## src/rtl/vid_cfg_pkg.sv

```systemverilog
// Shared definitions for the configurable video pipeline.
// Holds the per-stage op codes and the fixed-point grayscale weights.
package vid_cfg_pkg;

    localparam int OP_W = 3;

    typedef enum logic [OP_W-1:0] {
        OP_PASS     = 3'd0,
        OP_GRAY     = 3'd1,
        OP_INVERT   = 3'd2,
        OP_CONTRAST = 3'd3,
        OP_THRESH   = 3'd4
    } op_e;

    // Luma weights, scaled by 256 (sum = 256).
    localparam int GRAY_KR = 77;
    localparam int GRAY_KG = 150;
    localparam int GRAY_KB = 29;

endpackage

```

## src/rtl/vid_cfg_stage.sv

```systemverilog
// One pipeline stage: applies op field IDX of the beat, then a handshake register.
// Ports: clk_i/rst_i, upstream valid_i/data_i, downstream ready_i, valid_o/data_o.
module vid_cfg_stage
    import vid_cfg_pkg::*;
#(
    parameter int DATA_W   = 8,
    parameter int N_STAGES = 4,
    parameter int IDX      = 0
) (
    input  logic                                clk_i,
    input  logic                                rst_i,
    input  logic                                valid_i,
    input  logic [4*DATA_W+3*N_STAGES+2:0]      data_i,
    input  logic                                ready_i,
    output logic                                valid_o,
    output logic [4*DATA_W+3*N_STAGES+2:0]      data_o
);

    typedef struct packed {
        logic [DATA_W-1:0] r;
        logic [DATA_W-1:0] g;
        logic [DATA_W-1:0] b;
        logic              hsync;
        logic              vsync;
        logic              vde;
    } pixel_t;

    typedef struct packed {
        pixel_t                    pix;
        logic [OP_W*N_STAGES-1:0]  ops;
        logic [DATA_W-1:0]         thr;
    } beat_t;

    localparam logic [DATA_W+7:0] KR = (DATA_W+8)'(GRAY_KR);
    localparam logic [DATA_W+7:0] KG = (DATA_W+8)'(GRAY_KG);
    localparam logic [DATA_W+7:0] KB = (DATA_W+8)'(GRAY_KB);
    localparam logic [DATA_W+1:0] MID = (DATA_W+2)'(1) << (DATA_W-1);

    // 2x - mid, saturated; t is a DATA_W+2 bit two's complement value.
    function automatic logic [DATA_W-1:0] contrast(input logic [DATA_W-1:0] x);
        logic [DATA_W+1:0] t;
        t = {1'b0, x, 1'b0} - MID;
        if (t[DATA_W+1]) begin
            return '0;
        end else if (t[DATA_W]) begin
            return '1;
        end
        return t[DATA_W-1:0];
    endfunction

    beat_t             up;
    beat_t             data_d;
    beat_t             data_q;
    logic              valid_q;
    logic              ready_up;
    logic [OP_W-1:0]   op;
    logic [DATA_W+7:0] ysum;
    logic [DATA_W-1:0] y;

    assign up       = data_i;
    assign op       = up.ops[OP_W*IDX +: OP_W];
    assign ready_up = ~valid_q | ready_i;

    assign ysum = KR * {8'd0, up.pix.r}
                + KG * {8'd0, up.pix.g}
                + KB * {8'd0, up.pix.b};
    assign y    = ysum[DATA_W+7:8];

    always_comb begin
        data_d = up;
        case (op)
            OP_GRAY: begin
                data_d.pix.r = y;
                data_d.pix.g = y;
                data_d.pix.b = y;
            end
            OP_INVERT: begin
                data_d.pix.r = ~up.pix.r;
                data_d.pix.g = ~up.pix.g;
                data_d.pix.b = ~up.pix.b;
            end
            OP_CONTRAST: begin
                data_d.pix.r = contrast(up.pix.r);
                data_d.pix.g = contrast(up.pix.g);
                data_d.pix.b = contrast(up.pix.b);
            end
            OP_THRESH: begin
                data_d.pix.r = (up.pix.r >= up.thr) ? '1 : '0;
                data_d.pix.g = (up.pix.g >= up.thr) ? '1 : '0;
                data_d.pix.b = (up.pix.b >= up.thr) ? '1 : '0;
            end
            default: ;
        endcase
    end

    always_ff @(posedge clk_i) begin
        if (rst_i) begin
            valid_q <= 1'b0;
            data_q  <= '0;
        end else begin
            if (ready_up) begin
                valid_q <= valid_i;
            end
            if (valid_i & ready_up) begin
                data_q <= data_d;
            end
        end
    end

    assign valid_o = valid_q;
    assign data_o  = data_q;

endmodule

```

## src/rtl/vid_pipeline_cfg.sv

```systemverilog
// RGB pixel pipeline of N_STAGES op stages; config latched at frame start.
// Ports: pixel/sync in with valid/ready, pixel/sync out with valid/ready, frame count, busy.
module vid_pipeline_cfg
    import vid_cfg_pkg::*;
#(
    parameter int N_STAGES = 4,
    parameter int DATA_W   = 8,
    parameter int CNT_W    = 16
) (
    input  logic                     clk_i,
    input  logic                     rst_i,
    input  logic [3*N_STAGES-1:0]    cfg_i,
    input  logic [DATA_W-1:0]        thr_i,
    input  logic [DATA_W-1:0]        r_i,
    input  logic [DATA_W-1:0]        g_i,
    input  logic [DATA_W-1:0]        b_i,
    input  logic                     hsync_i,
    input  logic                     vsync_i,
    input  logic                     vde_i,
    input  logic                     valid_i,
    output logic                     ready_o,
    output logic [DATA_W-1:0]        r_o,
    output logic [DATA_W-1:0]        g_o,
    output logic [DATA_W-1:0]        b_o,
    output logic                     hsync_o,
    output logic                     vsync_o,
    output logic                     vde_o,
    output logic                     valid_o,
    input  logic                     ready_i,
    output logic [CNT_W-1:0]         frame_cnt_o,
    output logic                     busy_o
);

    localparam int BW = 4*DATA_W + 3*N_STAGES + 3;

    typedef struct packed {
        logic [DATA_W-1:0] r;
        logic [DATA_W-1:0] g;
        logic [DATA_W-1:0] b;
        logic              hsync;
        logic              vsync;
        logic              vde;
    } pixel_t;

    typedef struct packed {
        pixel_t                    pix;
        logic [OP_W*N_STAGES-1:0]  ops;
        logic [DATA_W-1:0]         thr;
    } beat_t;

    logic [3*N_STAGES-1:0] cfg_q, cfg_d;
    logic [DATA_W-1:0]     thr_q, thr_d;
    logic                  vs_in_q;
    logic                  vs_out_q;
    logic [CNT_W-1:0]      cnt_q;
    logic                  in_acc;
    logic                  out_acc;
    logic                  sof;
    beat_t                 in_beat;
    beat_t                 out_beat;
    logic [N_STAGES-1:0]   vq;
    logic [BW-1:0]         dq [N_STAGES];
    logic [N_STAGES-1:0]   up_rdy;
    logic                  unused_tail;

    assign in_acc  = valid_i & ready_o;
    assign out_acc = valid_o & ready_i;
    assign sof     = in_acc & vsync_i & ~vs_in_q;

    // The SOF beat itself must already see the new config.
    assign cfg_d = sof ? cfg_i : cfg_q;
    assign thr_d = sof ? thr_i : thr_q;

    always_comb begin
        in_beat           = '0;
        in_beat.pix.r     = r_i;
        in_beat.pix.g     = g_i;
        in_beat.pix.b     = b_i;
        in_beat.pix.hsync = hsync_i;
        in_beat.pix.vsync = vsync_i;
        in_beat.pix.vde   = vde_i;
        in_beat.ops       = cfg_d;
        in_beat.thr       = thr_d;
    end

    // Stage k can accept when any stage at or after it has room,
    // or the sink is ready.
    always_comb begin
        up_rdy = '0;
        up_rdy[N_STAGES-1] = ~vq[N_STAGES-1] | ready_i;
        for (int k = N_STAGES-2; k >= 0; k--) begin
            up_rdy[k] = ~vq[k] | up_rdy[k+1];
        end
    end

    for (genvar k = 0; k < N_STAGES; k++) begin : g_stage
        logic          up_v;
        logic [BW-1:0] up_d;
        logic          dn_r;

        if (k == 0) begin : g_first
            assign up_v = valid_i;
            assign up_d = in_beat;
        end else begin : g_mid
            assign up_v = vq[k-1];
            assign up_d = dq[k-1];
        end

        if (k == N_STAGES-1) begin : g_last
            assign dn_r = ready_i;
        end else begin : g_inner
            assign dn_r = up_rdy[k+1];
        end

        vid_cfg_stage #(
            .DATA_W   (DATA_W),
            .N_STAGES (N_STAGES),
            .IDX      (k)
        ) u_stage (
            .clk_i   (clk_i),
            .rst_i   (rst_i),
            .valid_i (up_v),
            .data_i  (up_d),
            .ready_i (dn_r),
            .valid_o (vq[k]),
            .data_o  (dq[k])
        );
    end

    always_ff @(posedge clk_i) begin
        if (rst_i) begin
            cfg_q    <= '0;
            thr_q    <= '0;
            vs_in_q  <= 1'b0;
            vs_out_q <= 1'b0;
            cnt_q    <= '0;
        end else begin
            cfg_q <= cfg_d;
            thr_q <= thr_d;
            if (in_acc) begin
                vs_in_q <= vsync_i;
            end
            if (out_acc) begin
                vs_out_q <= vsync_o;
                if (vsync_o & ~vs_out_q) begin
                    cnt_q <= cnt_q + CNT_W'(1);
                end
            end
        end
    end

    assign out_beat    = dq[N_STAGES-1];
    assign unused_tail = ^{out_beat.ops, out_beat.thr};

    assign ready_o     = up_rdy[0];
    assign valid_o     = vq[N_STAGES-1];
    assign r_o         = out_beat.pix.r;
    assign g_o         = out_beat.pix.g;
    assign b_o         = out_beat.pix.b;
    assign hsync_o     = out_beat.pix.hsync;
    assign vsync_o     = out_beat.pix.vsync;
    assign vde_o       = out_beat.pix.vde;
    assign frame_cnt_o = cnt_q;
    assign busy_o      = |vq;

endmodule

```

## config.mk

```make
export PLATFORM = sky130hd
export DESIGN_NAME = vid_pipeline_cfg
export DESIGN_NICKNAME = d
export VERILOG_FILES = /design/src/rtl/vid_cfg_pkg.sv /design/src/rtl/vid_cfg_stage.sv /design/src/rtl/vid_pipeline_cfg.sv
export SDC_FILE = /design/constraint.sdc
export NUM_CORES = 1
export LEC_CHECK = 0
export BUFFER_PORTS_ARGS = -buffer_cell sky130_fd_sc_hd__buf_4
export CORE_MARGIN = 2
export CORE_UTILIZATION = 50
export DETAILED_ROUTE_END_ITERATION = 7
export PLACE_DENSITY = 0.79
export SLEW_MARGIN = 20
export SYNTH_ARGS = -nofsm -noshare
export SYNTH_HDL_FRONTEND = slang
export SYNTH_SLANG_ARGS = --single-unit
```

## constraint.sdc

```tcl
create_clock -name clk_i -period 7.8 [get_ports clk_i]
set_input_delay 1.56 -clock clk_i [delete_from_list [all_inputs] [get_ports clk_i]]
set_output_delay 1.56 -clock clk_i [all_outputs]
set_load 0.01 [all_outputs]
```

# == Word level (Yosys, flattened, before mapping) ==
# Index checks and enable logic that the tools add are counted.
# classes
add_sub_neg,21
n_mul,12
div,0
order_cmp,12
eq_ne,16
shifts,0
muxes,90
bitwise_logic,30
reduce_logical,2
# ops
cell,n
2-to-1 mux 8 bit,49
one-hot mux 24 bit (4 select lines),4
"multiplier 7 x 8 -> 15 bit, first input constant",8
"subtractor 9 x 8 -> 10 bit, second input constant",12
greater-or-equal comparator 8 bit,12
NOT 8 bit,12
adder 15 x 16 -> 16 bit,4
adder 16 x 13 -> 16 bit,4
"multiplier 5 x 8 -> 13 bit, first input constant",4
2-to-1 mux 1 bit,36
"== test 3 x 2 -> 1 bit, second input constant",8
"adder 16 x 1 -> 16 bit, second input constant",1
"== test 3 x 1 -> 1 bit, second input constant",4
"== test 3 bit, second input constant",4
2-to-1 mux 12 bit,1
AND 1 bit,8
NOT 1 bit,6
OR 1 bit,4
OR reduction 4 bit,1
AND reduction 2 bit,1
# totals
regBits,209
latch_bits,0
ram_bits,0
romBits,0
inputBits,51
out_inout_bits,46
elab_cells,221
mem_count,0

# == Depth between registers and ports, before layout ==
# logic_depth
depth_word,13
depth_mapped,27
mapped_depth_nobuf,27

# == Cells and area by module ==
# Synthesis repeated with hierarchy kept, for this count alone.
# unflattened
hier_cells,3081
area_unflattened_um2,26056.2
# by_module_without_submodules
mod,n_inst,cells_each,area_each_um2,seq_area_each_um2
vid_cfg_stage at g_stage[2].u_stage,1,729,6175.9,960.9
vid_cfg_stage at g_stage[3].u_stage,1,737,6163.4,960.9
vid_cfg_stage at g_stage[0].u_stage,1,714,6054.6,960.9
vid_cfg_stage at g_stage[1].u_stage,1,736,6048.3,960.9
vid_pipeline_cfg,1,165,1614.0,760.7

# == Least setup slack after synthesis ==
# No wires, ideal clock.
# synth_path
path_type,input port to flip-flop
startpoint,input g_i[4]
endpoint,register g_stage[0].u_stage.data_q (netlist bit g_stage[0].u_stage.data_o[37])
setup_time_ps,119
arrival_ps,7596
required_ps,7681
setup_slack_ps,85
stages,23
n_path_buf,0
path_cell_list,ha_1 ha_1 inv_1 fa_1 fa_1 inv_1 ha_1 xnor2_1 fa_1 fa_1 inv_1 fa_1 fa_1 inv_1 ha_1 a21oi_1 nor2b_1 a211oi_1 a21oi_1 a21o_1 nand2_1 mux2_2 o221a_2
# synth_via
elab_chain_len,6
elab_cells_between_ends,12
classes_between,3 x add/sub; 1 x mul; 1 x order compare; 7 x mux
# synth_lines
element,line_no,rtl
start: declaration,vid_pipeline_cfg.sv:15,"input logic [DATA_W-1:0] g_i,"
branches (longest 5 deep; another with adder 15 x 16 -> 16 bit),-,
one-hot mux 24 bit (4 select lines) (*),vid_cfg_stage.sv:71,case (op)
end signal: assignment,vid_cfg_stage.sv:105,data_q <= data_d;
end: declaration,vid_cfg_stage.sv:53,beat_t data_q;
# Mark *: on every way between the ends. The select of a mux whose other input is x is not followed.
# A chain may end at the register's enable or synchronous reset.

# == Worst setup path after layout ==
# layout_path
startpoint,input g_i[4]
endpoint,register g_stage[0].u_stage.data_q (netlist bit g_stage[0].u_stage.data_o[45])
# layout_via
elab_chain_len,4
# layout_lines
element,line_no,rtl
multiplier 7 x 8 -> 15 bit,vid_cfg_stage.sv:65,"+ KG * {8'd0, up.pix.g}"
adder 15 x 16 -> 16 bit,vid_cfg_stage.sv:65,
adder 16 x 13 -> 16 bit,vid_cfg_stage.sv:66,"+ KB * {8'd0, up.pix.b};"
one-hot mux 24 bit (4 select lines),vid_cfg_stage.sv:71,
# Every way passes these cells.

==> results.sh <==
export IMPL_status="finished, final reports clean"
export IMPL_grt_ovfl_total=0
export IMPL_grt_pass1_wl_um=107000
export IMPL_worstPathMaxFanout=4
export IMPL_multi_input_area_um2=18500
export IMPL_setup_slack_ns=0.257
export IMPL_htreeDepth=4
export IMPL_post_synth_most_frequent_cells="ha_1, inv_1, nand2_1"
export IMPL_numPortBuffers=96
export IMPL_yosysWarningCount=0
export IMPL_numCtsBuffers=17
export IMPL_holdWs_ns=0.445
export IMPL_tightest_slew_ns=1.17
export IMPL_synth_area_um2=24200
export IMPL_crit_type="primary input to flop"
export IMPL_dp_hpwl_um=51200
export IMPL_cts_tree="built"
export IMPL_post_synth_top_count_cell="ha_1"
export IMPL_place_area_um2=25800
export IMPL_syn_inst=2822
export IMPL_hp_class="flop to flop"
export IMPL_ys_ff_latch=191
export IMPL_p_switching_w=0.00355
export IMPL_p_total_w=0.00737
export IMPL_synthToLayoutAreaGrowth_pct=9.40
export IMPL_ys_flop_type="dfxtp_1"
export IMPL_clockRootBuffer="clkbuf_16"
export IMPL_ant_nets=0
export IMPL_maxCapViolations=0
export IMPL_finalClockSkew_ns=0.0197
export IMPL_synth_edf_count=0
export IMPL_rsz0062_at_grt="false"
export IMPL_fp_dieH_um=224
export IMPL_pwr_share_clk_pct=12.2
export IMPL_combPwrFrac_pct=71.7
export IMPL_critPathArrivalTime_ns=7.90
export IMPL_drt_total_wl_um=65600
export IMPL_fin_nets=3640
export IMPL_fin_setup_tns_ns=0
export IMPL_die_area_um2=50100
export IMPL_core_area_um2=47700
export IMPL_grt_max_degree=81
export IMPL_yosysUniqueCellTypes=76
export IMPL_cts_sinks=191
export IMPL_place_gp_congestion=0.955
export IMPL_cts_hold_buf=0
export IMPL_cp_data_required_time_ns=8.15
export IMPL_clkLatencyLatePin_ns=0.47
export IMPL_yosysTopAreaCellShare_pct=23.5
export IMPL_vdd_drop_max_mv=0.338
export IMPL_end_kind="flop"
export IMPL_fin_crit_sh_pct=96.7
export IMPL_antenna_found_initial=1
export IMPL_drive_gt1_share_pct=7.34
export IMPL_ios=97
export IMPL_seq_power_share_pct=16.1
export IMPL_first_global_vias=20600
export IMPL_drc=0
export IMPL_p_int_w=0.00382
export IMPL_viasPerCell=5.92
export IMPL_synth_top_area_cell="ha_1"
export IMPL_vias=21000
export IMPL_num_fill_cells=4276
export IMPL_fmax_mhz=133
export IMPL_die_width_um=224
export IMPL_p_leak_nw=13.0
export IMPL_rows=80
export IMPL_syn_nets=3546
export IMPL_ys_seq_area_share_pct=15.8
export IMPL_finalSetupViolations=0
export IMPL_synth_area_leaders="ha_1, fa_1, dfxtp_1, inv_1, a21oi_1"
export IMPL_stdcell_area_um2=26400
export IMPL_seq_area_um2=3820
export IMPL_first_pass_iters=6
export IMPL_slew_headroom_pct=21.1
export IMPL_clk_pin_slew_ns=0.08
export IMPL_track_usage_pct=26.6
export IMPL_place_ws_ns=-0.317
export IMPL_wire_per_inst_um=18.5
export IMPL_cts_max_path_buffers=2
export IMPL_hold_viol=0
export IMPL_layout_min_cycle_time_ns=7.54
export IMPL_cp_start_kind="primary input"
export IMPL_avgSynthCellArea_um2=8.56
export IMPL_slew_violations=0
export IMPL_swShare_pct=48.2
export IMPL_drt_iter0_drc=2290
export IMPL_cellPowerDensity_nw_per_um2=279
export IMPL_ys_async_sr_fraction_pct=0
export IMPL_start_util_pct=50.6
==> final timing paths <==
kind                                                                  from                                          to  slack, ns  depth (start not counted)
worst max register to register  g_stage[0].u_stage.data_o[32]$_SDFFE_PP0P_  g_stage[1].u_stage.data_o[38]$_SDFFE_PP0P_       0.90                         22
worst max-delay path                                                g_i[4]  g_stage[0].u_stage.data_o[45]$_SDFFE_PP0P_       0.26                         24
worst min-delay path            g_stage[3].u_stage.data_o[33]$_SDFFE_PP0P_  g_stage[3].u_stage.data_o[33]$_SDFFE_PP0P_       0.44                          2
worst min register to register  g_stage[3].u_stage.data_o[33]$_SDFFE_PP0P_  g_stage[3].u_stage.data_o[33]$_SDFFE_PP0P_       0.44                          2
==> kinds of logic after synthesis <==
logic type	synth area share [%]
AO/OA/AOI/OAI	17.7
XOR/XNOR	3.01
adder cells (fa/ha/maj)	41.7
buffers and inverters	7.83
flip-flops	15.8
multiplexers	1.07
AND/OR/NAND/NOR	12.9
==> worst max-delay path, stage by stage <==
cell	delay [ns]
buf_4	0.12
ha_1	0.28
ha_1	0.29
inv_1	0.06
fa_1	0.51
fa_1	0.51
inv_1	0.04
ha_1	0.36
xnor2_2	0.19
fa_1	0.47
fa_1	0.52
inv_1	0.05
fa_1	0.46
fa_1	0.54
inv_1	0.04
ha_1	0.32
a21oi_1	0.14
nor2b_1	0.07
a211oi_2	0.24
a21oi_1	0.17
a21o_1	0.23
nand2_1	0.10
mux2_2	0.38
o221a_2	0.25
==> final cells by class <==
| type | count | share of cell area, % |
|---|---|---|
| clock buffer | 17 | 1.61 |
| tap | 615 | 2.91 |
| clock inverter | 15 | 0.743 |
| sequential | 191 | 14.5 |
| antenna | 1 | 0.00947 |
| timing repair buffer | 152 | 4.33 |
| multi-input combinational | 2131 | 69.9 |
| inverter | 423 | 6.01 |
==> power groups by stage <==
stage	logic (W)	registers, W	clock network [W]
after floorplan	0.00393	0.00114	0
after global placement	0.00502	0.00120	0
after detailed placement	0.00522	0.00120	0
after CTS	0.00526	0.00118	0.000910
after global routing	0.00608	0.00119	0.000947
final	0.00529	0.00118	0.000903
==> routing by layer <==
metal  global-route usage (%)  part of all wire (%)  vias up  wire [um]
met4                     12.1                   4.9        0       3240
met2                     43.8                    45      997      29800
met1                     34.5                    41     9864      27000
li1                         -                     -     9909          -
met5                        0                     0        -          0
met3                     3.92                   8.4      234       5500
==> metrics by stage <==
| step | std cells | utilization, % |
|---|---|---|
| 3_5_place_dp | 3512 | 54.0 |
| 4_1_cts | 3544 | 55.3 |
| 2_1_floorplan | 2822 | - |
| 6_report | 3545 | 55.4 |
| 3_3_place_gp | 3512 | 54.0 |
| 5_1_grt | 3545 | 55.4 |
==> cells in the final DEF, fill, tap and decap left out, types with 5 or more instances in the layout <==
cell type / netlist / layout
o21bai_1: 8 / 8
o311ai_0: 6 / 6
mux2i_1: 22 / 22
and3_1: 8 / 8
nor3b_1: 6 / 5
clkbuf_16: 0 / 17
a31oi_1: 12 / 12
o21a_1: 21 / 21
or2_2: 8 / 8
a21o_1: 48 / 48
nor3_1: 45 / 45
xor2_1: 36 / 36
inv_1: 423 / 423
or3_1: 16 / 16
nor4_1: 16 / 16
a311oi_1: 11 / 11
nand2b_1: 29 / 29
o21ai_0: 129 / 129
dfxtp_1: 191 / 191
nand4_1: 13 / 13
a2111oi_0: 13 / 13
o2111ai_1: 6 / 6
clkinv_8: 0 / 8
o221ai_1: 19 / 19
fa_1: 220 / 220
a211oi_1: 54 / 53
a21oi_1: 205 / 204
o22ai_1: 43 / 43
buf_4: 1 / 151
a211o_1: 5 / 5
nor2b_1: 41 / 41
o31ai_1: 6 / 6
ha_1: 453 / 453
a221oi_1: 10 / 10
and2_1: 8 / 8
xnor2_1: 47 / 45
nand2_1: 232 / 232
nand3_1: 35 / 35
o211ai_1: 24 / 24
nor2_1: 210 / 209
==> registers in the layout, summed over array words and instances (netlist names) <==
register,cells
g_stage.u_stage.valid_o,4
frame_cnt_o,16
g_stage.u_stage.data_o,150
cfg_q,12
thr_q,8
vs_out_q,1
==> what timing repair did <==
item	in CTS	in global routing
setup endpoints to repair	0	4
gates resized for setup	0	2
setup buffers	0	0
No activity file was read; power rests on OpenSTA's default activity.
